===== src/rtl/interrupt_seq.sv =====
// interrupt_seq: 6502-style RES/NMI/IRQ/BRK interrupt sequencer driving push and vector-fetch cycles
module interrupt_seq (
  input  logic       PHI0,
  input  logic       RES,
  input  logic       n_NMIP,
  input  logic       n_IRQP,
  input  logic       RESP,
  input  logic       n_PRDY,
  input  logic       I_FLAG,
  input  logic       FETCH,
  input  logic       BRK_OP,
  output logic [2:0] STEP,
  output logic       DORES,
  output logic       PUSH_EN,
  output logic       WR_SUPPRESS,
  output logic       B_OUT,
  output logic [2:0] VADDR,
  output logic       VEC_EN,
  output logic       SET_I,
  output logic       SEQ_BUSY
);
  typedef enum logic [2:0] {IDLE, DUMMY, PUSH_PCH, PUSH_PCL, PUSH_P, VEC_LO, VEC_HI} step_t;
  typedef enum logic [1:0] {SRC_RES, SRC_NMI, SRC_IRQ, SRC_BRK} src_t;
  step_t step, step_n;
  src_t  src, src_n;
  logic  nmi_prev, nmi_pend, nmi_pend_n, res_pend, res_pend_n, vlo_seen;
  logic  nmi_edge, irq_act, start, stall, leave_vlo, leave_vhi;
  // State register; vlo_seen remembers VEC_LO so SET_I fires once per entry
  always_ff @(posedge PHI0 or posedge RES)
    if (RES) begin
      step     <= IDLE;
      src      <= SRC_RES;
      nmi_prev <= 1'b0;
      nmi_pend <= 1'b0;
      res_pend <= 1'b1;
      vlo_seen <= 1'b0;
    end else begin
      step     <= step_n;
      src      <= src_n;
      nmi_prev <= ~n_NMIP;
      nmi_pend <= nmi_pend_n;
      res_pend <= res_pend_n;
      vlo_seen <= step == VEC_LO;
    end
  // Next-state: start/advance/stall, source latch with NMI hijack, pending flags
  always_comb begin
    nmi_edge   = ~n_NMIP & ~nmi_prev;
    irq_act    = ~n_IRQP & ~I_FLAG;
    stall      = n_PRDY & (step == DUMMY || step == VEC_LO || step == VEC_HI);
    start      = step == IDLE && ~n_PRDY && ~RESP && (res_pend || (FETCH && (nmi_pend || irq_act || BRK_OP)));
    leave_vlo  = step == VEC_LO && ~n_PRDY && ~RESP;
    leave_vhi  = step == VEC_HI && ~n_PRDY && ~RESP;
    step_n     = RESP ? IDLE :
                 start ? DUMMY :
                 (step == IDLE || stall) ? step :
                 step == VEC_HI ? IDLE : step_t'(step + 3'd1);
    src_n      = start ? (res_pend ? SRC_RES : nmi_pend ? SRC_NMI : irq_act ? SRC_IRQ : SRC_BRK) :
                 (step == PUSH_P && nmi_pend && (src == SRC_IRQ || src == SRC_BRK)) ? SRC_NMI : src;
    nmi_pend_n = nmi_edge | (nmi_pend & ~(leave_vlo & src == SRC_NMI));
    res_pend_n = RESP | (res_pend & ~(leave_vhi & src == SRC_RES));
  end
  // Outputs; push/vector activity is masked while the pad reset request is high
  always_comb begin
    STEP        = step;
    SEQ_BUSY    = step != IDLE;
    DORES       = res_pend | (src == SRC_RES & SEQ_BUSY);
    PUSH_EN     = ~RESP & (step == PUSH_PCH || step == PUSH_PCL || step == PUSH_P);
    WR_SUPPRESS = PUSH_EN & src == SRC_RES;
    B_OUT       = ~RESP & step == PUSH_P & src == SRC_BRK;
    VEC_EN      = ~RESP & (step == VEC_LO || step == VEC_HI);
    VADDR       = VEC_EN ? {src != SRC_NMI, src != SRC_RES, step == VEC_HI} : 3'b000;
    SET_I       = ~RESP & step == VEC_LO & ~vlo_seen;
  end
endmodule


===== config.mk =====
export PLATFORM = sky130hd
export DESIGN_NAME = interrupt_seq
export DESIGN_NICKNAME = d
export VERILOG_FILES = /design/src/rtl/interrupt_seq.sv
export SDC_FILE = /design/constraint.sdc
export NUM_CORES = 1
export LEC_CHECK = 0
export CELL_PAD_IN_SITES_DETAIL_PLACEMENT = 1
export CELL_PAD_IN_SITES_GLOBAL_PLACEMENT = 1
export CORE_MARGIN = 2
export CORE_UTILIZATION = 34
export DETAILED_ROUTE_END_ITERATION = 7
export PLACE_DENSITY_LB_ADDON = 0.05
export SLEW_MARGIN = 15
export SYNTH_ARGS = -nofsm -noshare
export SYNTH_HDL_FRONTEND = slang
export SYNTH_SLANG_ARGS = --single-unit

===== constraint.sdc =====
create_clock -name PHI0 -period 4.38 [get_ports PHI0]
set_clock_uncertainty 0.1 [all_clocks]
set_input_delay 0.876 -clock PHI0 [delete_from_list [all_inputs] [get_ports PHI0]]
set_output_delay 0.876 -clock PHI0 [all_outputs]
set_load 0.005 [all_outputs]

* After elaboration in Yosys (flattened, before gate mapping)
Index checks and enable logic that the tools add are counted.
Word-level totals: flip-flop bits (word level) 9, bits of input ports 9, logic and storage cells 80
Operators by class: add/sub/neg operators 1, equal/unequal tests 11, muxes and demuxes 10, bitwise gates (word level) 27, reduce and logical (&&, ||, !) cells 25
Operators by type and width (count):
- 1-bit AND | 15
- 3-bit two-way mux | 5
- 1-bit logical AND | 10
- 1-bit logical OR | 10
- 3-bit == test (second input constant) | 3
- 1-bit NOT | 9
- 2-bit two-way mux | 4
- 3-bit by 2-bit == test with 1-bit output (second input constant) | 2
- 2-bit == test (second input constant) | 2
- 2-bit nonzero test | 2
- 3-bit by 1-bit adder with 3-bit output (second input constant) | 1
- 3-bit by 1-bit == test with 1-bit output (second input constant) | 1
- 3-bit logical NOT | 1
- 3-bit != test (second input constant) | 1
- 1-bit bitwise OR | 3
- 3-bit nonzero test | 1
- 2-bit by 1-bit == test with 1-bit output (second input constant) | 1
- 2-bit logical NOT | 1
- 2-bit by 1-bit != test with 1-bit output (second input constant) | 1
- 1-bit two-way mux | 1

* Logic depth before layout (Yosys ltp)
Gate-level depths: netlist (run 1).
word-level depth 9, mapped depth 6, depth with buffers taken out 5

* Worst setup path before layout (run 1)
OpenSTA, ideal clock, no wires.
path kind input-to-output, start in RESP, end out VADDR[1], arrival 1.564 ns, required time 3.404 ns, setup slack 1.840 ns, stages on the path 3, path buffers 1, cells stage by stage clkbuf_1 -> or3_4 -> nor2_1
Between the ends: cells in the longest elaborated chain, start to end 3
RTL lines:
- start, declared | line 7 | input logic RESP,
- 1-bit NOT | line 70 | VEC_EN = ~RESP & (step == VEC_LO || step == VEC_HI);
- 1-bit AND | line 70
- 3-bit two-way mux | line 71 | VADDR = VEC_EN ? {src != SRC_NMI, src != SRC_RES, step == VEC_HI} : 3'b000;
- end, declared | line 17 | output logic [2:0] VADDR,
Every way passes these cells.

* Final worst setup path (run 1)
start in RESP, end out VADDR[2]
Same word-level chain as after synthesis.

==> results of run 1 <==
[logic make-up after synthesis]
| kind of cell | synth area share |
|---|---|
| adders and majority gates | 0.01879 |
| buffers and inverters | 0.07144 |
| muxes | 0.03008 |
| and+or+nand+nor | 0.3496 |
| AOI/OAI and AO/OA | 0.1636 |
| DFF | 0.3402 |
| xor gates and xnor gates | 0.02632 |
[critical path: cells and delay by family]
kind	cells	cell delay [ns]
and+or+nand+nor	1	0.49
AOI/OAI and AO/OA	1	0.11
buffers and inverters	2	1.16
[through the flow]
stage	utilization	total power [mW]	hold WS [ns]	setup WS, ns
2_1_floorplan	-	0.1111	0.2919	1.840
3_3_place_gp	0.4671	0.1293	0.3002	0.7988
3_5_place_dp	0.4671	0.1296	0.3112	0.7763
4_1_cts	0.4809	0.1926	0.3187	0.7726
5_1_grt	0.4809	0.2008	0.3396	0.6948
6_report	0.4809	0.1880	0.3121	0.7802
[power groups by stage]
| stage | sequential, mW | clock, mW | combinational (mW) |
|---|---|---|---|
| global placement | 0.0923 | 0 | 0.0370 |
| floorplan | 0.0884 | 0 | 0.0227 |
| global route | 0.0914 | 0.0680 | 0.0414 |
| finish | 0.0906 | 0.0602 | 0.0372 |
| detailed placement | 0.0922 | 0 | 0.0375 |
| CTS | 0.0908 | 0.0641 | 0.0376 |
[per-layer routing]
| metal | share of wire | up-vias | track usage |
|---|---|---|---|
| met1 | 0.44 | 297 | 0.2194 |
| met4 | 0.029 | 0 | 0.1189 |
| met5 | 0 | - | 0 |
| met3 | 0.049 | 4 | 0.02593 |
| met2 | 0.48 | 18 | 0.2711 |
| li1 | - | 308 | - |
[Yosys cell counts, drive strengths merged, types with 2 or more instances]
cell type  count  area (um2)
dfrtp          8       200.2
xnor2          2       17.52
mux2i          2       20.02
nor2b          2       12.51
or2            2       15.02
nor3           4       31.28
nand2b         2       12.51
buf            3       17.52
or3            2       22.52
and2           2       12.51
nor2          11       41.29
inv            7       26.28
nor4           2       27.53
nand3b         3       22.52
o21ai          4       20.02
nand2          3       11.26
a21oi          5       28.78
[final timing paths]
path / start / endpoint / slack [ns] / depth (start not counted)
worst max-delay path: RESP / VADDR[2] / 0.78 / 4
worst min-delay path: nmi_prev$_DFF_PP0_ / nmi_pend$_DFF_PP0_ / 0.31 / 1
worst max register to register: STEP[1]$_DFFE_PP0P_ / STEP[2]$_DFFE_PP0P_ / 2.60 / 5
worst min register to register: nmi_prev$_DFF_PP0_ / nmi_pend$_DFF_PP0_ / 0.31 / 1
max in group asynchronous: RES / res_pend$_DFF_PP1_ / 3.12 / 2
min in group asynchronous: RES / STEP[2]$_DFFE_PP0P_ / 0.77 / 2
[area by class of cell]
class	count	area share
clock buffer	4	0.02873
timing repair buffer	21	0.2298
multi-input combinational	57	0.4282
tap	27	0.03694
sequential	9	0.2476
inverter	7	0.02873
[flip-flops by register name, summed over array words and instances, names as in the netlist]
name / count
STEP: 3
nmi_pend: 1
nmi_prev: 1
res_pend: 1
src: 2
vlo_seen: 1
==> metrics.md, run 1 <==
| Metric | Value |
|---|---|
| Layout cells sized above 1 | `0.1224` |
| Logic gate share of total power | `0.198` |
| F_max | `277.8 MHz` |
| IO Pins | `22` |
| Vias | `627` |
| Global-route wire length before repair | `2697 um` |
| Arr. time, crit path | `2.62 ns` |
| Sequential share of the synthesized area | `0.3402` |
| Yosys reg bits | `9` |
| CTS sink cnt | `9` |
| Total CTS buffers | `3` |
| Hold/Removal Path Class | `reg2reg` |
| Crit path largest cell delay | `around 0.65 ns` |
| Clock transition at path regs | `about 0.050 ns` |
| Cell variety after synth | `36` |
| Syn avg cell area | `8.645 um2` |
| Setup TNS Final | `0 ns` |
| CP Class | `in2out` |
| Synth warn | `0` |
| Syn_nets | `87` |
| FF/Latch Area | `around 230 um2` |
| Initial antenna violation count | `0` |
| Post-Syn Instances | `77` |
| Pre-antenna DRT Iters | `2` |
| Placed Instances | `121` |
| Post-synth EDFFs | `0` |
| Reg power frac | `0.482` |
| Least-Margin Pin Slew | `0.4721 ns` |
| Area of the die | `2328 um2` |
| Max FO, Critical Path | `11` |
| Slowest-stage cell, CP | `clkdlybuf4s50_1` |
| Dpl cell area | `888.4 um2` |
| Final Hold Violating Endpoints | `0` |
| Total congestion overflow | `0` |
| Switch Pwr | `0.04699 mW` |
| Sw frac | `0.2500` |
| Fin nets | `around 110` |
| Cell mode on critical path | `clkdlybuf4s50_1` |
| Period minus WS final | `3.600 ns` |
| Commonest cells after routing, fill and taps aside | `clkdlybuf4s50_1 (21), nor2_1 (11), dfrtp_1 (8)` |
| Initial core utilization | `0.3500` |
| Final Cell Area | `914.6 um2` |
| Number of diodes | `0` |
| CTS root buf | `clkbuf_4` |
| Leak pwr | `between 0.3 and 0.4 nW` |
| # fillers | `241` |
| Int Pwr | `0.1410 mW` |
| Max Cap Violations | `0` |
| Clk_lat worst skew | `0.25 ns` |
| Post-Route WL | `1646 um` |
| Synth-to-Final Area Change | `37.41%` |
| Most common cell after layout, fill and taps aside | `clkdlybuf4s50_1` |
| Post-CTS resize count | `0` |
| Tcrit/Tclk final | `0.8219` |
| Final non-filler cell total | `roughly 130` |
| Status | `complete, no violations` |
| Asr flop ratio synth | `1.000` |
| Final setup vio count | `0` |
| Clock Tree Buf Depth | `2` |
| Vias per cell | `5.016` |
| Largest net degree at the start of global routing | `15` |
| Worst EP required | `3.40 ns` |
| CTS H-tree depth | `1` |
| Main flop type after synthesis | `dfrtp_1` |
| Routed Antenna Nets | `0` |
| Gr usage total | `0.1735` |
| Die height | `48.25 um` |
| Slew Viols, Final | `0` |
| PD cells | `205.5 nW/um2` |
| Synthesized cell area | `665.6 um2` |
| DIE WIDTH | `about 48 um` |
| Port bufs | `21` |
| DRT iter0 DRCs | `2` |
| Multi-input logic area | `391.6 um2` |
| Mean routed wirelength per cell | `13.17 um` |
| Cell row count | `16` |
| RSZ-0062 raised after global routing | `no` |
| Crit path launch type | `input pin` |
| Area of the core | `1902 um2` |
| Postcts setup bufs | `0` |
| Clock power frac | `0.320` |
| Max VDD drop | `144.3 uV` |
| Crit path cell chain | `clkdlybuf4s50_1 > or3_4 > a21oi_2 > clkdlybuf4s50_1` |
| Global placement routability congestion | `approximately 0.78` |
| Critical Path Sink Type | `output port` |
| Post-route DRC | `0` |
| TritonCTS clock tree | `yes` |
| CTS Hold Bufs | `0` |
| Slew headroom | `0.6843` |
| DP Wirelength | `roughly 1300 um` |
| Vias in the first global route | `623` |
Note: power is estimated with default switching activity, not from simulation.
==> run 2, diff against run 1 <==
- CORE_UTILIZATION: 34 -> 32
- clock period: 4.38 -> 3.5 ns (I/O delays scaled with it)
==> metrics.md, run 2 (same netlist as run 1, synthesis figures left out) <==
| Metric | Value |
|---|---|
| Slew headroom | `0.6980` |
| Routed Antenna Nets | `0` |
| Final non-filler cell total | `126` |
| Post-route DRC | `0` |
| Mean routed wirelength per cell | `13.31 um` |
| Fin nets | `110` |
| Int Pwr | `0.1772 mW` |
| Reg power frac | `0.478` |
| Global placement routability congestion | `0.7472` |
| CP Class | `in2out` |
| Post-CTS resize count | `0` |
| Area of the core | `1962 um2` |
| Final Hold Violating Endpoints | `0` |
| Number of diodes | `0` |
| Total congestion overflow | `0` |
| Placed Instances | `122` |
| Worst EP required | `2.70 ns` |
| F_max | `about 340 MHz` |
| Status | `complete, no violations` |
| Placement Setup Slack | `0.5346 ns` |
| Leak pwr | `0.3543 nW` |
| Least-Margin Pin Slew | `between 0.4 and 0.5 ns` |
| Final setup vio count | `0` |
| Period minus WS final | `2.959 ns` |
| Pre-antenna DRT Iters | `2` |
| Max Cap Violations | `0` |
| Synth-to-Final Area Change | `38.53%` |
| Clock transition at path regs | `0.06 ns` |
| Vias per cell | `slightly below 5` |
| Global-route wire length before repair | `3056 um` |
| Hold_ws | `0.3105 ns` |
| Area of the die | `2461 um2` |
| Clock power frac | `0.322` |
| Logic gate share of total power | `0.200` |
| Max VDD drop | `171.7 uV` |
| CTS root buf | `clkbuf_4` |
| Max FFs per register | `3` |
| CTS Hold Bufs | `0` |
| DIE WIDTH | `49.61 um` |
| Post-Route WL | `1677 um` |
| CTS sink cnt | `9` |
| Largest net degree at the start of global routing | `15` |
| Hold/Removal Path Class | `reg2reg` |
| Postcts setup bufs | `0` |
| IO Pins | `22` |
| Setup TNS Final | `0 ns` |
| Worst setup margin | `0.5414 ns` |
| Total CTS buffers | `3` |
| Core Util, Final | `0.4700` |
| Tcrit/Tclk final | `0.8453` |
| Clk_lat worst skew | `0.25 ns` |
| Gr usage total | `0.1606` |
| PD cells | `257.8 nW/um2` |
| CTS H-tree depth | `1` |
| Most common cell after layout, fill and taps aside | `clkdlybuf4s50_1` |
| # fillers | `257` |
| Cell mode on critical path | `clkdlybuf4s50_1` |
| Slew Viols, Final | `0` |
| Max FO, Critical Path | `10` |
| Arr. time, crit path | `approximately 2.2 ns` |
| Die height | `roughly 50 um` |
| Hold path cells | `1` |
| Switch Pwr | `0.06057 mW` |
| RSZ-0062 raised after global routing | `no` |
| Crit path cell chain | `clkdlybuf4s50_1 > buf_4 > nand3b_1 > nor3_1 > clkdlybuf4s50_1` |
| Slowest-stage cell, CP | `clkdlybuf4s50_1` |
| Clock Tree Buf Depth | `2` |
| Initial antenna violation count | `0` |
| DRT iter0 DRCs | `1` |
| Sw frac | `0.2548` |
| TritonCTS clock tree | `yes` |
| Crit path largest cell delay | `0.52 ns` |
| Vias in the first global route | `658` |
| Cell row count | `16` |
| DP Wirelength | `1333 um` |
| Vias | `609` |
| Layout cells sized above 1 | `0.1313` |
| Stages on the worst setup path | `5` |
| CP delay by family, top | `buffers and inverters` |
| CP bufs+invs | `3` |
| Crit path launch type | `input pin` |
| Critical Path Sink Type | `output port` |
| Worst R2R Path Depth | `5` |
| Initial core utilization | `0.3393` |
| Port bufs | `21` |
| Commonest cells after routing, fill and taps aside | `clkdlybuf4s50_1 (21), nor2_1 (11), dfrtp_1 (8)` |
## run 2: per-stage QoR
step / power [mW] / cell area (um2)
final: 0.2377 / 922.1
after global routing: 0.2536 / 922.1
after CTS: 0.2430 / 922.1
after detailed placement: 0.1636 / 895.9
after global placement: 0.1635 / 895.9
after floorplan: 0.1391 / 665.6
## run 2: area by class of cell
cell class	count	area, um2	area share
Multi-Input combinational cell	57	391.6	0.4247
Timing Repair Buffer	22	217.7	0.2361
Inverter	7	26.28	0.02849
Sequential cell	9	226.5	0.2456
Clock buffer	4	26.28	0.02849
Tap cell	27	33.78	0.03664
## run 2: metal layers
layer  vias up  GRT usage  wire (um)
met1       286     0.2152        835
met5         -          0          0
met2        15     0.2578        790
met3         2    0.01818         45
met4         0    0.07407          5
li1        306          -          -
## run 2: worst paths after layout
| path | startpoint | end | slack, ns |
|---|---|---|---|
| hold / removal | nmi_prev$_DFF_PP0_ | nmi_pend$_DFF_PP0_ | 0.31 |
| setup / recovery | RESP | B_OUT | 0.54 |
| hold reg to reg | nmi_prev$_DFF_PP0_ | nmi_pend$_DFF_PP0_ | 0.31 |
| max in group asynchronous | RES | res_pend$_DFF_PP1_ | 2.42 |
| setup reg to reg | STEP[0]$_DFFE_PP0P_ | STEP[2]$_DFFE_PP0P_ | 1.72 |
| min in group asynchronous | RES | src[0]$_DFFE_PP0P_ | 0.60 |
## run 2: power by group through the flow
stage / Clock, mW / Sequential (mW) / Combinational [mW]
after CTS: 0.0810 / 0.114 / 0.0482
after global placement: 0 / 0.116 / 0.0479
after floorplan: 0 / 0.111 / 0.0284
final: 0.0765 / 0.114 / 0.0475
after global routing: 0.0865 / 0.115 / 0.0525
after detailed placement: 0 / 0.116 / 0.0480
## run 2: worst register-to-register path, stage by stage, from the launching register on
cell and delay, ns:
dfrtp_1 0.53, and2_1 0.24, ha_1 0.32, a21oi_1 0.13, o21ai_0 0.11, a211oi_2 0.25
==> run 3, diff against run 2 <==
- CORE_UTILIZATION: 32 -> 29
- clock period: 3.5 -> 2.55 ns (I/O delays scaled with it)
==> metrics.md, run 3 (same netlist as run 1, synthesis figures left out) <==
| Metric | Value |
|---|---|
| Vias in the first global route | `635` |
| Hold_ws | `0.3209 ns` |
| Crit path launch type | `flip-flop` |
| Period minus WS final | `2.450 ns` |
| Arr. time, crit path | `1.84 ns` |
| Max Cap Violations | `0` |
| Status | `complete, no violations` |
| Slew Viols, Final | `0` |
| Synth-to-Final Area Change | `45.86%` |
| Largest net degree at the start of global routing | `15` |
| Clock transition at path regs | `0.06 ns` |
| Gr usage total | `0.1493` |
| Worst EP required | `slightly below 2 ns` |
| Final Hold Violating Endpoints | `0` |
| Clock Tree Buf Depth | `2` |
| PD cells | `341.2 nW/um2` |
| Vias per cell | `a little under 5` |
| Routed Antenna Nets | `0` |
| Max FO, Critical Path | `11` |
| Final Cell Area | `970.9 um2` |
| Worst R2R Path Depth | `5` |
| Fin nets | `~120` |
| Mean routed wirelength per cell | `~13 um` |
| Area of the core | `2191 um2` |
| Vias | `~640` |
| Cell row count | `17` |
| Leak pwr | `roughly 0.38 nW` |
| Initial core utilization | `0.3038` |
| IO Pins | `22` |
| Total congestion overflow | `0` |
| Total CTS buffers | `3` |
| Tot Pwr | `0.3313 mW` |
| Max FFs per register | `3` |
| TritonCTS clock tree | `yes` |
| Area of the die | `2695 um2` |
| Clk_lat worst skew | `0.25 ns` |
| Placed Instances | `125` |
| DIE WIDTH | `51.91 um` |
| Slew headroom | `0.7849` |
| CTS H-tree depth | `1` |
| CP Class | `reg2out` |
| Global placement routability congestion | `0.7455` |
| Final setup vio count | `0` |
| RSZ-0062 raised after global routing | `yes` |
| Worst setup startpoint | `STEP[2]$_DFFE_PP0P_` |
| Die height | `51.91 um` |
| Initial antenna violation count | `0` |
| Final non-filler cell total | `133` |
| Global-route wire length before repair | `roughly 3000 um` |
| Least-Margin Pin Slew | `0.3205 ns` |
| Layout cells sized above 1 | `0.2190` |
| Max VDD drop | `233.3 uV` |
| Post-route DRC | `0` |
| Number of diodes | `0` |
| Tcrit/Tclk final | `0.9610` |
| CTS root buf | `clkbuf_4` |
| CTS sink cnt | `9` |
| Dpl cell area | `about 900 um2` |
| Crit Reg-Reg Endpoint | `STEP[2]$_DFFE_PP0P_` |
| Hold/Removal Path Class | `reg2reg` |
| Pre-antenna DRT Iters | `4` |
| Core Util, Final | `0.4432` |
| Most common cell after layout, fill and taps aside | `clkdlybuf4s50_1` |
| F_max | `408.1 MHz` |
| DP Wirelength | `1357 um` |
| Commonest cells after routing, fill and taps aside | `clkdlybuf4s50_1 (20), nor2_1 (11), inv_1 (7)` |
| DRT iter0 DRCs | `3` |
| Reg-to-reg setup timing slack | `~0.9 ns` |
| Setup crit end | `VADDR[1]` |
| Launch point of the worst reg-to-reg path | `STEP[0]$_DFFE_PP0P_` |
| Port bufs | `21` |
| Post-Route WL | `1787 um` |
| Critical Path Sink Type | `output port` |
## run 3: through the flow
stage               setup WS, ns   TNS [ns]
floorplan                 0.7416          0
global placement        -0.01692   -0.03172
detailed placement      -0.05170   -0.09973
CTS                      0.04670          0
global route           -0.003978  -0.003978
finish                   0.09954          0
## run 3: worst max-delay path, cell delays in order (launching register included)
cell,delay [ns]
dfrtp_2,0.47
inv_1,0.10
or3_4,0.41
nor2_1,0.11
clkdlybuf4s50_1,0.50
## run 3: layer usage
metal	track usage	wire (um)	share of wire
met1	0.2068	839	0.47
met2	0.2278	852	0.48
met3	0.01437	78	0.044
met4	0.07895	16	0.0090
met5	0	0	0
## run 3: repair_timing
item	CTS	global route
setup endpoints to repair	4	4
resized for setup	3	2
pin swaps	0	0
hold buffers	0	0
setup buffers	0	4
## run 3: where the power goes
part / switching [mW] / internal (mW) / total (mW) / leakage [nW]
clock: 0.0435 / 0.0599 / 0.103 / 0.0150
sequential: 0.00685 / 0.147 / 0.154 / 0.109
combinational: 0.0330 / 0.0413 / 0.0743 / 0.259
total: 0.0834 / 0.248 / 0.331 / 0.383
## run 3: worst min path at each step
| stage | cells past startpoint | to | startpoint |
|---|---|---|---|
| after CTS | 1 | nmi_pend$_DFF_PP0_ | nmi_prev$_DFF_PP0_ |
| after global routing | 1 | nmi_pend$_DFF_PP0_ | nmi_prev$_DFF_PP0_ |
| after detailed placement | 1 | nmi_pend$_DFF_PP0_ | nmi_prev$_DFF_PP0_ |
| after floorplan | 1 | STEP[0]$_DFFE_PP0P_ | RES |
| final | 1 | nmi_pend$_DFF_PP0_ | nmi_prev$_DFF_PP0_ |
| after global placement | 1 | nmi_pend$_DFF_PP0_ | nmi_prev$_DFF_PP0_ |
## run 3: area by class of cell
class	count	area, um2
clock buffer	4	26.28
fill	276	1220
inverter	7	26.28
multi-input combinational	57	394.1
sequential	9	230.2
tap	28	35.03
timing repair buffer	28	259.0
